==> config.mk <==
export PLATFORM = sky130hd
export DESIGN_NAME = bcd_to_b16_flat
export DESIGN_NICKNAME = d
export VERILOG_FILES = /design/src/rtl/bcd_to_b16_pkg.sv /design/src/rtl/bcd_to_b16_if.sv /design/src/rtl/bcd_to_b16_mac10.sv /design/src/rtl/bcd_to_b16.sv /design/src/flat_wrapper.sv
export SDC_FILE = /design/constraint.sdc
export NUM_CORES = 1
export LEC_CHECK = 0
export CAP_MARGIN = 15
export CELL_PAD_IN_SITES_DETAIL_PLACEMENT = 0
export CELL_PAD_IN_SITES_GLOBAL_PLACEMENT = 1
export CORE_MARGIN = 4
export CORE_UTILIZATION = 35
export CTS_BUF_LIST = sky130_fd_sc_hd__clkbuf_8 sky130_fd_sc_hd__clkbuf_16
export CTS_CLUSTER_SIZE = 40
export DETAILED_ROUTE_END_ITERATION = 8
export GPL_TIMING_DRIVEN = 0
export PLACE_DENSITY_LB_ADDON = 0.2
export SLEW_MARGIN = 20
export SYNTH_ARGS = -nofsm -noshare
export SYNTH_HDL_FRONTEND = slang
export SYNTH_HIERARCHICAL = 1
export SYNTH_SLANG_ARGS = --single-unit
export TNS_END_PERCENT = 10
==> constraint.sdc <==
create_clock -name clk -period 2.8 [get_ports clk]
set_clock_uncertainty 0.15 [all_clocks]
set_input_delay 0.28 -clock clk [delete_from_list [all_inputs] [get_ports clk]]
set_output_delay 0.28 -clock clk [all_outputs]
set_load 0.005 [all_outputs]
==> src/rtl/bcd_to_b16_pkg.sv <==
// Shared types and constants for the BCD-to-binary converter.
package bcd_pkg;

    localparam int NDIG  = 5;
    localparam int ACC_W = 17;
    localparam int IDX_W = $clog2(NDIG);
    localparam int SR_W  = 4 * NDIG;

    localparam logic [ACC_W-1:0] B16_MAX       = 17'd65535;
    localparam logic [3:0]       BCD_MAX_DIGIT = 4'd9;

    typedef enum logic [1:0] {
        IDLE,
        CONV,
        DONE
    } state_t;

    function automatic logic is_bad_digit(input logic [3:0] d);
        return d > BCD_MAX_DIGIT;
    endfunction

endpackage

==> src/rtl/bcd_to_b16_if.sv <==
// Handshake and data bundle between the digit source and the converter.
interface bcd_to_b16_if;

    logic        start;
    logic        enable;
    logic [3:0]  D5;
    logic [3:0]  D4;
    logic [3:0]  D3;
    logic [3:0]  D2;
    logic [3:0]  D1;
    logic        busy;
    logic        done;
    logic [15:0] result;
    logic        overflow;
    logic        bad_digit;

    modport master (
        output start, enable, D5, D4, D3, D2, D1,
        input  busy, done, result, overflow, bad_digit
    );

    modport slave (
        input  start, enable, D5, D4, D3, D2, D1,
        output busy, done, result, overflow, bad_digit
    );

endinterface

==> src/rtl/bcd_to_b16_mac10.sv <==
// Combinational acc*10 + digit step; *10 built from two shifts and an add.
module bcd_mac10
    import bcd_pkg::*;
(
    input  logic [ACC_W-1:0] acc_in,
    input  logic [3:0]       digit,
    output logic [ACC_W-1:0] acc_out
);

    assign acc_out = (acc_in << 3) + (acc_in << 1) + {{(ACC_W-4){1'b0}}, digit};

endmodule

==> src/rtl/bcd_to_b16.sv <==
// Five-digit BCD to 16-bit binary, one digit per clock, MSD first.
// Build option BCD_TO_B16_SATURATE_EN: clamp overflowing results to 16'hFFFF.
module bcd_to_b16
    import bcd_pkg::*;
(
    input  logic            clk,
    input  logic            rst,
    bcd_to_b16_if.slave     bus
);

    state_t             state_q,    state_d;
    logic [SR_W-1:0]    sr_q,       sr_d;
    logic [ACC_W-1:0]   acc_q,      acc_d;
    logic [IDX_W-1:0]   idx_q,      idx_d;
    logic               bad_acc_q,  bad_acc_d;
    logic [15:0]        result_q,   result_d;
    logic               ovf_q,      ovf_d;
    logic               bad_q,      bad_d;

    logic [3:0]         digit_cur;
    logic [ACC_W-1:0]   acc_mac;
    logic               bad_now;
    logic               last_digit;

    // Digits leave the top of the shift register, so D5 is consumed first.
    assign digit_cur  = sr_q[SR_W-1 -: 4];
    assign bad_now    = bad_acc_q | is_bad_digit(digit_cur);
    assign last_digit = (idx_q == IDX_W'(NDIG - 1));

    bcd_mac10 u_mac (
        .acc_in  (acc_q),
        .digit   (digit_cur),
        .acc_out (acc_mac)
    );

    always_comb begin
        state_d   = state_q;
        sr_d      = sr_q;
        acc_d     = acc_q;
        idx_d     = idx_q;
        bad_acc_d = bad_acc_q;
        result_d  = result_q;
        ovf_d     = ovf_q;
        bad_d     = bad_q;

        case (state_q)
            IDLE: begin
                if (bus.start && bus.enable) begin
                    state_d   = CONV;
                    sr_d      = {bus.D5, bus.D4, bus.D3, bus.D2, bus.D1};
                    acc_d     = '0;
                    idx_d     = '0;
                    bad_acc_d = 1'b0;
                end
            end
            CONV: begin
                acc_d     = acc_mac;
                sr_d      = {sr_q[SR_W-5:0], 4'h0};
                idx_d     = idx_q + IDX_W'(1);
                bad_acc_d = bad_now;
                if (last_digit) begin
                    state_d = DONE;
                    // A bad digit poisons the value, so overflow is not reported.
                    if (bad_now) begin
                        bad_d    = 1'b1;
                        ovf_d    = 1'b0;
                        result_d = 16'd0;
                    end else if (acc_mac > B16_MAX) begin
                        bad_d    = 1'b0;
                        ovf_d    = 1'b1;
`ifdef BCD_TO_B16_SATURATE_EN
                        result_d = 16'hFFFF;
`else
                        result_d = acc_mac[15:0];
`endif
                    end else begin
                        bad_d    = 1'b0;
                        ovf_d    = 1'b0;
                        result_d = acc_mac[15:0];
                    end
                end
            end
            DONE: begin
                state_d = IDLE;
            end
            default: begin
                state_d = IDLE;
            end
        endcase
    end

    always_ff @(posedge clk) begin
        if (rst) begin
            state_q   <= IDLE;
            sr_q      <= '0;
            acc_q     <= '0;
            idx_q     <= '0;
            bad_acc_q <= 1'b0;
            result_q  <= 16'd0;
            ovf_q     <= 1'b0;
            bad_q     <= 1'b0;
        end else begin
            state_q   <= state_d;
            sr_q      <= sr_d;
            acc_q     <= acc_d;
            idx_q     <= idx_d;
            bad_acc_q <= bad_acc_d;
            result_q  <= result_d;
            ovf_q     <= ovf_d;
            bad_q     <= bad_d;
        end
    end

    assign bus.busy      = (state_q == CONV);
    assign bus.done      = (state_q == DONE);
    assign bus.result    = result_q;
    assign bus.overflow  = ovf_q;
    assign bus.bad_digit = bad_q;

endmodule

==> src/flat_wrapper.sv <==
// flat-port wrapper written by rule: the top's interface ports become plain ports
module bcd_to_b16_flat import bcd_pkg::*;
  (clk, rst, bus_start, bus_enable, bus_D5, bus_D4, bus_D3, bus_D2, bus_D1, bus_busy, bus_done, bus_result, bus_overflow, bus_bad_digit);
  bcd_to_b16_if bus_i ();
  input  logic clk;
  input  logic rst;
  input wire logic [$bits(bus_i.start)-1:0] bus_start;
  input wire logic [$bits(bus_i.enable)-1:0] bus_enable;
  input wire logic [$bits(bus_i.D5)-1:0] bus_D5;
  input wire logic [$bits(bus_i.D4)-1:0] bus_D4;
  input wire logic [$bits(bus_i.D3)-1:0] bus_D3;
  input wire logic [$bits(bus_i.D2)-1:0] bus_D2;
  input wire logic [$bits(bus_i.D1)-1:0] bus_D1;
  output wire logic [$bits(bus_i.busy)-1:0] bus_busy;
  output wire logic [$bits(bus_i.done)-1:0] bus_done;
  output wire logic [$bits(bus_i.result)-1:0] bus_result;
  output wire logic [$bits(bus_i.overflow)-1:0] bus_overflow;
  output wire logic [$bits(bus_i.bad_digit)-1:0] bus_bad_digit;
  assign bus_i.start = bus_start;
  assign bus_i.enable = bus_enable;
  assign bus_i.D5 = bus_D5;
  assign bus_i.D4 = bus_D4;
  assign bus_i.D3 = bus_D3;
  assign bus_i.D2 = bus_D2;
  assign bus_i.D1 = bus_D1;
  assign bus_busy = bus_i.busy;
  assign bus_done = bus_i.done;
  assign bus_result = bus_i.result;
  assign bus_overflow = bus_i.overflow;
  assign bus_bad_digit = bus_i.bad_digit;
  bcd_to_b16 u_core (.clk(clk), .rst(rst), .bus(bus_i));
endmodule
==> results of run 1 <==
routing by layer:
metal / global-route usage, % / part of all wire [%] / wire (microns)
met3: 4.335 / 4.9 / 443
met5: 0 / 0 / 0
met2: 26.26 / 44 / 4032
met4: 3.014 / 0.73 / 67
met1: 23.06 / 50 / 4576
flip-flops by register name, indices dropped and copies added, names as in the netlist:
name	cells
u_core/bus.result	16
u_core/acc_q	16
u_core/idx_q	3
u_core/bus.bad_digit	1
u_core/sr_q	20
u_core/bus.overflow	1
u_core/bad_acc_q	1
u_core/state_q	2
layout make-up:
class	instances	share of cell area [%]
clock buffers	12	3.876
repair buffers	47	10.75
inverters	14	1.351
flip-flops and latches	60	28.30
clock inverters	2	0.2349
well taps	129	3.787
plain buffers	31	4.756
multi-input cells	296	46.95
power breakdown:
| part | internal, mW | leakage, nW | switching [mW] |
|---|---|---|---|
| sequential | 0.887 | 0.489 | 0.0217 |
| clock | 0.381 | 0.0941 | 0.315 |
| combinational | 0.117 | 1.07 | 0.150 |
| total | 1.38 | 1.65 | 0.487 |
cell usage in the layout, fill, tap and decap left out, types with 4 or more instances in the layout:
cell type,count
nand2_1,60
dfxtp_1,56
clkdlybuf4s50_1,42
a21oi_1,42
ha_1,28
nand3_1,24
o21ai_0,22
nand4_1,18
nor3_1,17
a311oi_1,13
clkbuf_8,12
buf_2,11
nor2_1,11
inv_1,10
buf_4,10
xnor2_1,8
buf_6,7
clkbuf_1,7
a21oi_2,4
dfxtp_2,4
a21o_1,4
stage by stage:
| stage | hold WS, ns | instance area (sq um) | worst slack (ns) | TNS [ns] | utilization [%] |
|---|---|---|---|---|---|
| after global routing | 0.1895 | 4262 | -0.3199 | -1.892 | 45.69 |
| after global placement | 0.3077 | 3983 | -0.3987 | -2.099 | 42.70 |
| after CTS | 0.1781 | 4225 | -0.1430 | -0.4429 | 45.30 |
| after detailed placement | 0.3105 | 3983 | -0.4208 | -2.639 | 42.70 |
| final | 0.1957 | 4262 | -0.1265 | -0.5500 | 45.69 |
| after floorplan | 0.2660 | 3401 | 0.01315 | 0 | - |
worst register-to-register path: stages (launching register included):
cell and delay, ns:
dfxtp_2 0.35, inv_2 0.04, fa_2 0.61, inv_2 0.06
ha_4 0.22, a211oi_4 0.21, o21a_1 0.21, nor2_2 0.07
a221oi_2 0.29, a21oi_1 0.12, xor2_1 0.23, nand4_1 0.16
a21oi_2 0.15
what timing repair did:
item                       CTS  global route
resized for setup           11             8
setup endpoints to repair   13            13
buffers inserted             4             1
pin swaps                   12             5
gates cloned                 0             0
worst paths after layout:
path | end | cells after the start | slack (ns) | start
min reg2reg | u_core/sr_q[3] | 2 | 0.32 | u_core/sr_q[3]
max | u_core/bus.result[15] | 12 | -0.13 | u_core/sr_q[19]
min | u_core/bus.bad_digit | 4 | 0.20 | rst
max reg2reg | u_core/bus.result[15] | 12 | -0.13 | u_core/sr_q[19]
==> results.py, run 1 <==
metrics = {
    "layout": {
        "syn2layout_area_growth_pct": 25.31,
        "regArea_sq_um": 1206,
        "drive_above_1_share_pct": 16.67,
        "multi_input_area_sq_um": 2001,
        "fillCellCount": 939,
        "n_antenna_cell": 0,
        "layout.nets": 515,
        "stdcell_count": 591,
    },
    "sta": {
        "drv_slew": 0,
        "fin_crit_ns": 2.926,
        "setup_viol": 7,
        "relSlewSlack_pct": 61.47,
        "finalHoldViolations": 0,
        "fin_ws_ns": -0.1265,
        "rsz0062_at_grt": "yes",
        "min_period_over_period_pct": 104.5,
        "tightestPinTransition_ns": 0.5779,
        "clock.fmax_mhz": 341.7,
    },
    "floorplanning": {
        "start_util_pct": 36.46,
        "die_y_microns": 106.6,
        "core_sq_um": 9328,
        "die_area_sq_um": 11360,
        "row_count": 35,
        "ioPinCount": 44,
        "fp.dieW_microns": 106.6,
    },
    "clock_tree": {
        "clockRootBuffer": "clkbuf_8",
        "clock_path_buffers": 2,
        "cts_tree": "built",
        "clkTransAtPathRegs_ns": 0.06,
        "cts_max_level": 3,
        "cts_sinks": 60,
        "cts_made_buffers": 9,
        "hold_buffers": 0,
        "insertion_delay_ns": 0.33,
    },
    "grt": {
        "overflow": 0,
        "grt_antenna_before_repair": 0,
        "grtUsageTotal_pct": 16.60,
        "grt_max_degree": 11,
        "grt_pass1_vias": 3039,
        "grt_first_pass_wirelength_microns": 15150,
    },
    "placed_design": {
        "place_inst": 572,
        "gp_congestion": 0.7611,
        "io_buffers": 42,
        "place_hpwl_microns": 6824,
    },
    "worst_setup_path": {
        "path_buf_inv": 2,
        "path_max_fanout": 2,
        "start_kind": "register",
        "cp_data_arrival_time_ns": 3.04,
        "cp_slowest_cell": "fa_2",
        "crit_path_frequent_cell": "inv_2",
        "path_class": "register to register",
        "crit_chain": "inv_2, fa_2, inv_2, ha_4, a211oi_4, o21a_1, nor2_2, a221oi_2, a21oi_1, xor2_1, nand4_1, a21oi_2",
        "critPathMaxStageDelay_ns": 0.61,
        "crit_required_ns": 2.91,
        "endpoint_kind": "register",
        "cp_top_family": "compound AO/OA/AOI/OAI gates",
    },
    "detailed_routing": {
        "wire_per_inst_microns": 15.43,
        "drc": 0,
        "drt-total-wl_microns": 9119,
        "via_per_inst": 5.218,
        "initialDrtViolationCount": 102,
        "ant_nets": 0,
        "firstDrtPassIters": 4,
        "vias": 3084,
    },
    "synthesis": {
        "synth_area_sq_um": 3401,
        "synthCells": 401,
        "synth_nets": 457,
        "yosys_warnings": 6,
        "syn_area_per_cell_sq_um": 8.481,
    },
    "power_and_ir_drop": {
        "powerDensity_nw_per_um2": 439.3,
        "p_leak_nw": 1.655,
        "p_total_mw": 1.872,
        "vdd_ir_drop_max_mv": 0.3191,
    },
    "job": {
        "cap_viol_max_count": 0,
    },
    "min_path": {
        "hold_class": "input pin to register",
    },
    "run_status": {
        "violations": "setup timing",
        "run_status": "finished, violations left",
    },
}
Power figures use the tool's default switching activity.
==> inputs of run 2 (changes only) <==
Settings changed: CELL_PAD_IN_SITES_DETAIL_PLACEMENT 0 to 1, CELL_PAD_IN_SITES_GLOBAL_PLACEMENT 1 to 2, CORE_UTILIZATION 35 to 30.
==> results.py, run 2 (synthesis results as in run 1) <==
metrics = {
    "layout": {
        "largest_reg_flops": 20,
        "layout.nets": 513,
        "drive_above_1_share_pct": 17.35,
        "postLayoutCoreUtil_pct": 40.04,
        "final_cell_mix": "nand2_1, dfxtp_1, clkdlybuf4s50_1, a21oi_1, ha_1",
        "final_common_cell": "nand2_1",
        "stdcell_count": 601,
        "syn2layout_area_growth_pct": 29.32,
        "final_area_sq_um": 4398,
        "n_antenna_cell": 0,
        "largest-register": "u_core/sr_q",
    },
    "placed_design": {
        "place_area_sq_um": 3996,
        "place_inst": 583,
        "io_buffers": 42,
        "place_hpwl_microns": 7671,
        "gp_congestion": 0.7624,
    },
    "worst_setup_path": {
        "r2r-end": "u_core/bus.result[14]",
        "path_max_fanout": 3,
        "worstReg2RegStart": "u_core/sr_q[19]",
        "start_kind": "register",
        "path_class": "register to register",
        "worstSetupEndpoint": "u_core/bus.result[14]",
        "endpoint_kind": "register",
        "r2r_setup_slack_ns": -0.06,
        "r2r_cells": 11,
        "cp_data_arrival_time_ns": 2.97,
        "cp-startpoint": "u_core/sr_q[19]",
        "crit_required_ns": 2.91,
    },
    "detailed_routing": {
        "ant_nets": 0,
        "drc": 0,
        "initialDrtViolationCount": 106,
        "drt-met1-wl_microns": 5091,
        "wl_met2_microns": 4586,
        "wire_per_inst_microns": 16.89,
        "via_per_inst": 5.106,
        "wl_met3_microns": 352,
        "drt-total-wl_microns": 10150,
        "firstDrtPassIters": 4,
        "vias": 3069,
        "highest_layer": "met4",
    },
    "sta": {
        "clock.fmax_mhz": 349.1,
        "fin_crit_ns": 2.865,
        "rsz0062_at_grt": "yes",
        "fin_ws_ns": -0.06466,
        "tightestPinTransition_ns": 0.6097,
        "drv_slew": 0,
        "setup_viol": 4,
        "relSlewSlack_pct": 59.35,
        "fin_tns_setup_ns": -0.1907,
        "min_period_over_period_pct": 102.3,
        "finalHoldViolations": 0,
    },
    "grt": {
        "grt_pass1_vias": 3191,
        "overflow": 0,
        "grt_first_pass_wirelength_microns": 16640,
        "grtUsageTotal_pct": 16.16,
        "grt_antenna_before_repair": 0,
        "grt_max_degree": 11,
    },
    "floorplanning": {
        "ioPinCount": 44,
        "row_count": 38,
        "core_sq_um": 10980,
        "fp.dieW_microns": 114.5,
        "die_y_microns": 114.5,
        "die_area_sq_um": 13100,
        "start_util_pct": 30.96,
    },
    "power_and_ir_drop": {
        "powerDensity_nw_per_um2": 496.9,
        "p_total_mw": 2.185,
        "p_leak_nw": 1.703,
        "vdd_ir_drop_max_mv": 0.3010,
    },
    "run_status": {
        "violations": "setup timing",
        "run_status": "finished, violations left",
    },
    "min_path": {
        "hold_class": "input pin to register",
    },
    "clock_tree": {
        "insertion_delay_ns": 0.33,
        "cts_made_buffers": 9,
        "cts_tree": "built",
        "cts_max_level": 3,
        "clkTransAtPathRegs_ns": 0.05,
        "cts_sinks": 60,
        "clock_path_buffers": 2,
        "clockRootBuffer": "clkbuf_16",
    },
    "job": {
        "cap_viol_max_count": 0,
    },
}
==> run 2: cell count changes in the layout (fill, tap and decap cells not counted), sizes merged <==
cell,change
buf,-2
clkbuf,-1
inv,+2
==> run 2: worst max-delay path, stage by stage, from the launching register on <==
cell       delay (ns)
dfxtp_4          0.35
inv_2            0.04
fa_2             0.60
fa_2             0.25
nor2b_4          0.05
o31a_1           0.29
o2111ai_2        0.21
nand2_2          0.10
a221oi_2         0.32
xnor2_2          0.17
nand4_1          0.13
a21oi_1          0.15
==> run 2: metrics by stage <==
step	worst slack (ns)	hold WS [ns]
4_1_cts	-0.2018	0.1966
5_1_grt	-0.2298	0.2327
6_report	-0.06466	0.2131
3_5_place_dp	-0.4922	0.3152
2_1_floorplan	0.01315	0.2660
3_3_place_gp	-0.4640	0.3113
==> run 2: what timing repair did <==
item / 4_1_cts / 5_1_grt
endpoints found under the setup margin: 16 / 15
pin swaps: 11 / 8
hold buffers: 0 / 0
setup buffers: 3 / 0
resized for setup: 18 / 9
==> run 2: how the worst min path moves through the flow <==
stage	slack, ns	cells past startpoint	end	from
detailed placement	0.32	2	u_core/sr_q[3]	u_core/sr_q[3]
finish	0.21	3	u_core/bad_acc_q	rst
global route	0.23	3	u_core/bad_acc_q	rst
floorplan	0.27	2	u_core/sr_q[0]	bus_D1[0]
CTS	0.20	3	u_core/bad_acc_q	rst
global placement	0.31	2	u_core/sr_q[1]	u_core/sr_q[1]
==> run 2: area by class of cell <==
class	instances	area [sq um]
Fill cell	1281	6585
Multi-Input combinational cell	296	2039
Sequential cell	60	1210
Timing Repair Buffer	45	442.9
Clock buffer	11	252.7
Buffer	31	202.7
Tap cell	140	175.2
Inverter	14	57.56
Clock inverter	4	17.52
==> run 2: per-layer routing <==
layer	global-route usage (%)	vias to the layer above
met4	4.751	0
li1	-	1564
met5	0	-
met2	25.34	45
met3	3.964	9
met1	21.97	1451
==> run 2: report_power, final <==
group	internal [mW]	total, mW	switching [mW]
clock	0.631	1.00	0.372
combinational	0.116	0.271	0.155
sequential	0.889	0.911	0.0218
==> inputs of run 3 (changes only) <==
Settings changed: CORE_UTILIZATION 30 to 34, DONT_BUFFER_PORTS set to 1.
==> results.py, run 3 (synthesis results as in run 1) <==
metrics = {
    "floorplanning": {
        "ioPinCount": 44,
        "die_y_microns": 108.0,
        "core_sq_um": 9774,
        "die_area_sq_um": 11670,
        "row_count": 36,
        "fp.dieW_microns": 108.0,
        "start_util_pct": 34.79,
    },
    "detailed_routing": {
        "firstDrtPassIters": 4,
        "ant_nets": 0,
        "initialDrtViolationCount": 117,
        "vias": 3046,
        "drt-total-wl_microns": 10270,
        "drc": 0,
        "wire_per_inst_microns": 17.77,
        "via_per_inst": 5.270,
    },
    "sta": {
        "fin_ws_ns": -0.1790,
        "finalHoldViolations": 0,
        "tightestPinTransition_ns": 0.6315,
        "clock.fmax_mhz": 335.7,
        "rsz0062_at_grt": "yes",
        "relSlewSlack_pct": 57.90,
        "min_period_over_period_pct": 106.4,
        "drv_slew": 0,
        "setup_viol": 9,
        "fin_crit_ns": 2.979,
    },
    "worst_setup_path": {
        "start_kind": "register",
        "path_max_fanout": 3,
        "crit_path_frequent_cell": "fa_2",
        "cp_slowest_cell": "fa_2",
        "r2r_cells": 12,
        "endpoint_kind": "register",
        "crit_required_ns": 2.92,
        "crit_chain": "inv_2, fa_2, buf_6, fa_2, nor2b_4, o31a_1, o2111ai_2, nand2_2, a221oi_4, xnor2_2, nand4_1, a21oi_1",
        "critPathMaxStageDelay_ns": 0.60,
        "path_class": "register to register",
        "cp_data_arrival_time_ns": 3.10,
    },
    "power_and_ir_drop": {
        "vdd_ir_drop_max_mv": 0.2777,
        "p_switching_mw": 0.5230,
        "pwr-share-seq_pct": 43.5,
        "combPwrFrac_pct": 12.7,
        "p_leak_nw": 1.657,
        "clock_power_share_pct": 43.8,
        "sw_frac_of_total_pct": 25.01,
        "powerDensity_nw_per_um2": 497.2,
        "p_int_mw": 1.568,
    },
    "min_path": {
        "hold_class": "input pin to register",
        "holdPathStages": 3,
    },
    "grt": {
        "grt_first_pass_wirelength_microns": 16710,
        "grtUsageMet1_pct": 24.34,
        "grt_use_met3_pct": 5.970,
        "grt_busiest_layer": "met2",
        "overflow": 0,
        "use_met2_pct": 29.00,
        "grt_antenna_before_repair": 0,
        "grt_max_degree": 11,
        "grt_pass1_vias": 3277,
        "grtUsageTotal_pct": 18.30,
    },
    "clock_tree": {
        "insertion_delay_ns": 0.34,
        "cts_made_buffers": 9,
        "cts_tree": "built",
        "clkTransAtPathRegs_ns": 0.06,
        "cts_max_level": 3,
        "clockRootBuffer": "clkbuf_8",
        "clock_path_buffers": 2,
        "cts_sinks": 60,
    },
    "layout": {
        "fillCellCount": 1153,
        "layout.nets": 496,
        "final_cell_mix": "nand2_1, dfxtp_1, a21oi_1, ha_1, nand3_1",
        "drive_above_1_share_pct": 20.45,
        "final_common_cell": "nand2_1",
        "stdcell_count": 578,
        "regArea_sq_um": 1207,
        "largest-register": "u_core/sr_q",
        "n_antenna_cell": 0,
        "syn2layout_area_growth_pct": 23.66,
        "multi_input_area_sq_um": 2072,
        "postLayoutCoreUtil_pct": 43.02,
        "final_area_sq_um": 4205,
        "largest_reg_flops": 20,
    },
    "run_status": {
        "run_status": "finished, violations left",
        "violations": "setup timing",
    },
    "placed_design": {
        "place_hpwl_microns": 7453,
        "place_area_sq_um": 3567,
        "dp_slack_ns": -0.4914,
        "io_buffers": 0,
        "gp_congestion": 0.7449,
        "place_inst": 534,
    },
    "job": {
        "cap_viol_max_count": 0,
    },
}
==> run 3: cell count changes in the layout (fill, tap and decap cells not counted), moves of 2 or more <==
cell / delta
buf_4: +4
bufinv_16: +2
clkbuf_16: -9
clkbuf_8: +10
clkdlybuf4s50_1: -42
dfxtp_1: +2
dfxtp_2: -2
dlygate4sd3_1: +20
inv_1: -3
xnor2_1: -2
xnor2_2: +2
==> run 3: repair_timing <==
action / 4_1_cts / 5_1_grt
pin swaps: 15 / 15
buffers inserted: 4 / 4
hold endpoints to repair: 20 / 0
cloned: 0 / 0
hold buffers: 20 / 0
setup endpoints to repair: 17 / 16
resized for setup: 10 / 22
==> run 3: worst max-delay path, delay by kind of cell (launching register included) <==
kind,cells,cell delay (ns)
compound gates,4,0.97
xor+xnor,1,0.17
fa+ha+maj,2,0.82
buf+inv,2,0.16
flops,1,0.36
simple gates,3,0.28
==> run 3: final cells by class <==
class,count,area share (%)
clock buffer,12,3.927
inverter,14,1.369
timing repair buffer,28,6.278
tap,133,3.957
multi-input combinational,296,49.27
buffer,31,4.820
clock inverter,4,1.666
sequential,60,28.71
==> run 3: path summary, 6_finish.rpt <==
| path | from | end | slack, ns |
|---|---|---|---|
| max | u_core/acc_q[0] | u_core/bus.result[14] | -0.18 |
| min | rst | u_core/bad_acc_q | 0.19 |
| max reg2reg | u_core/acc_q[0] | u_core/bus.result[14] | -0.18 |
| min reg2reg | u_core/sr_q[2] | u_core/sr_q[2] | 0.32 |
==> run 3: metal layers <==
metal	routed length [microns]	vias up	part of all wire, %
met5	0	-	0
met1	4825	1475	47
met3	518	7	5.0
li1	-	1521	-
met2	4863	43	47
met4	66	0	0.64
==> run 3: per-stage QoR <==
stage	setup TNS (ns)	total power, mW	hold WS [ns]
after floorplan	0	1.092	0.2660
after global placement	-2.534	1.151	0.2706
after detailed placement	-3.458	1.157	0.2755
after CTS	-0.9788	2.107	0.1747
after global routing	-2.517	2.185	0.1919
final	-0.8524	2.091	0.1873
==> run 3: power groups by stage <==
stage / Clock (mW) / Sequential (mW) / Combinational (mW)
after floorplan: 0 / 0.921 / 0.171
after global placement: 0 / 0.927 / 0.224
after detailed placement: 0 / 0.928 / 0.229
after CTS: 0.938 / 0.910 / 0.260
after global routing: 0.973 / 0.914 / 0.299
final: 0.915 / 0.910 / 0.266
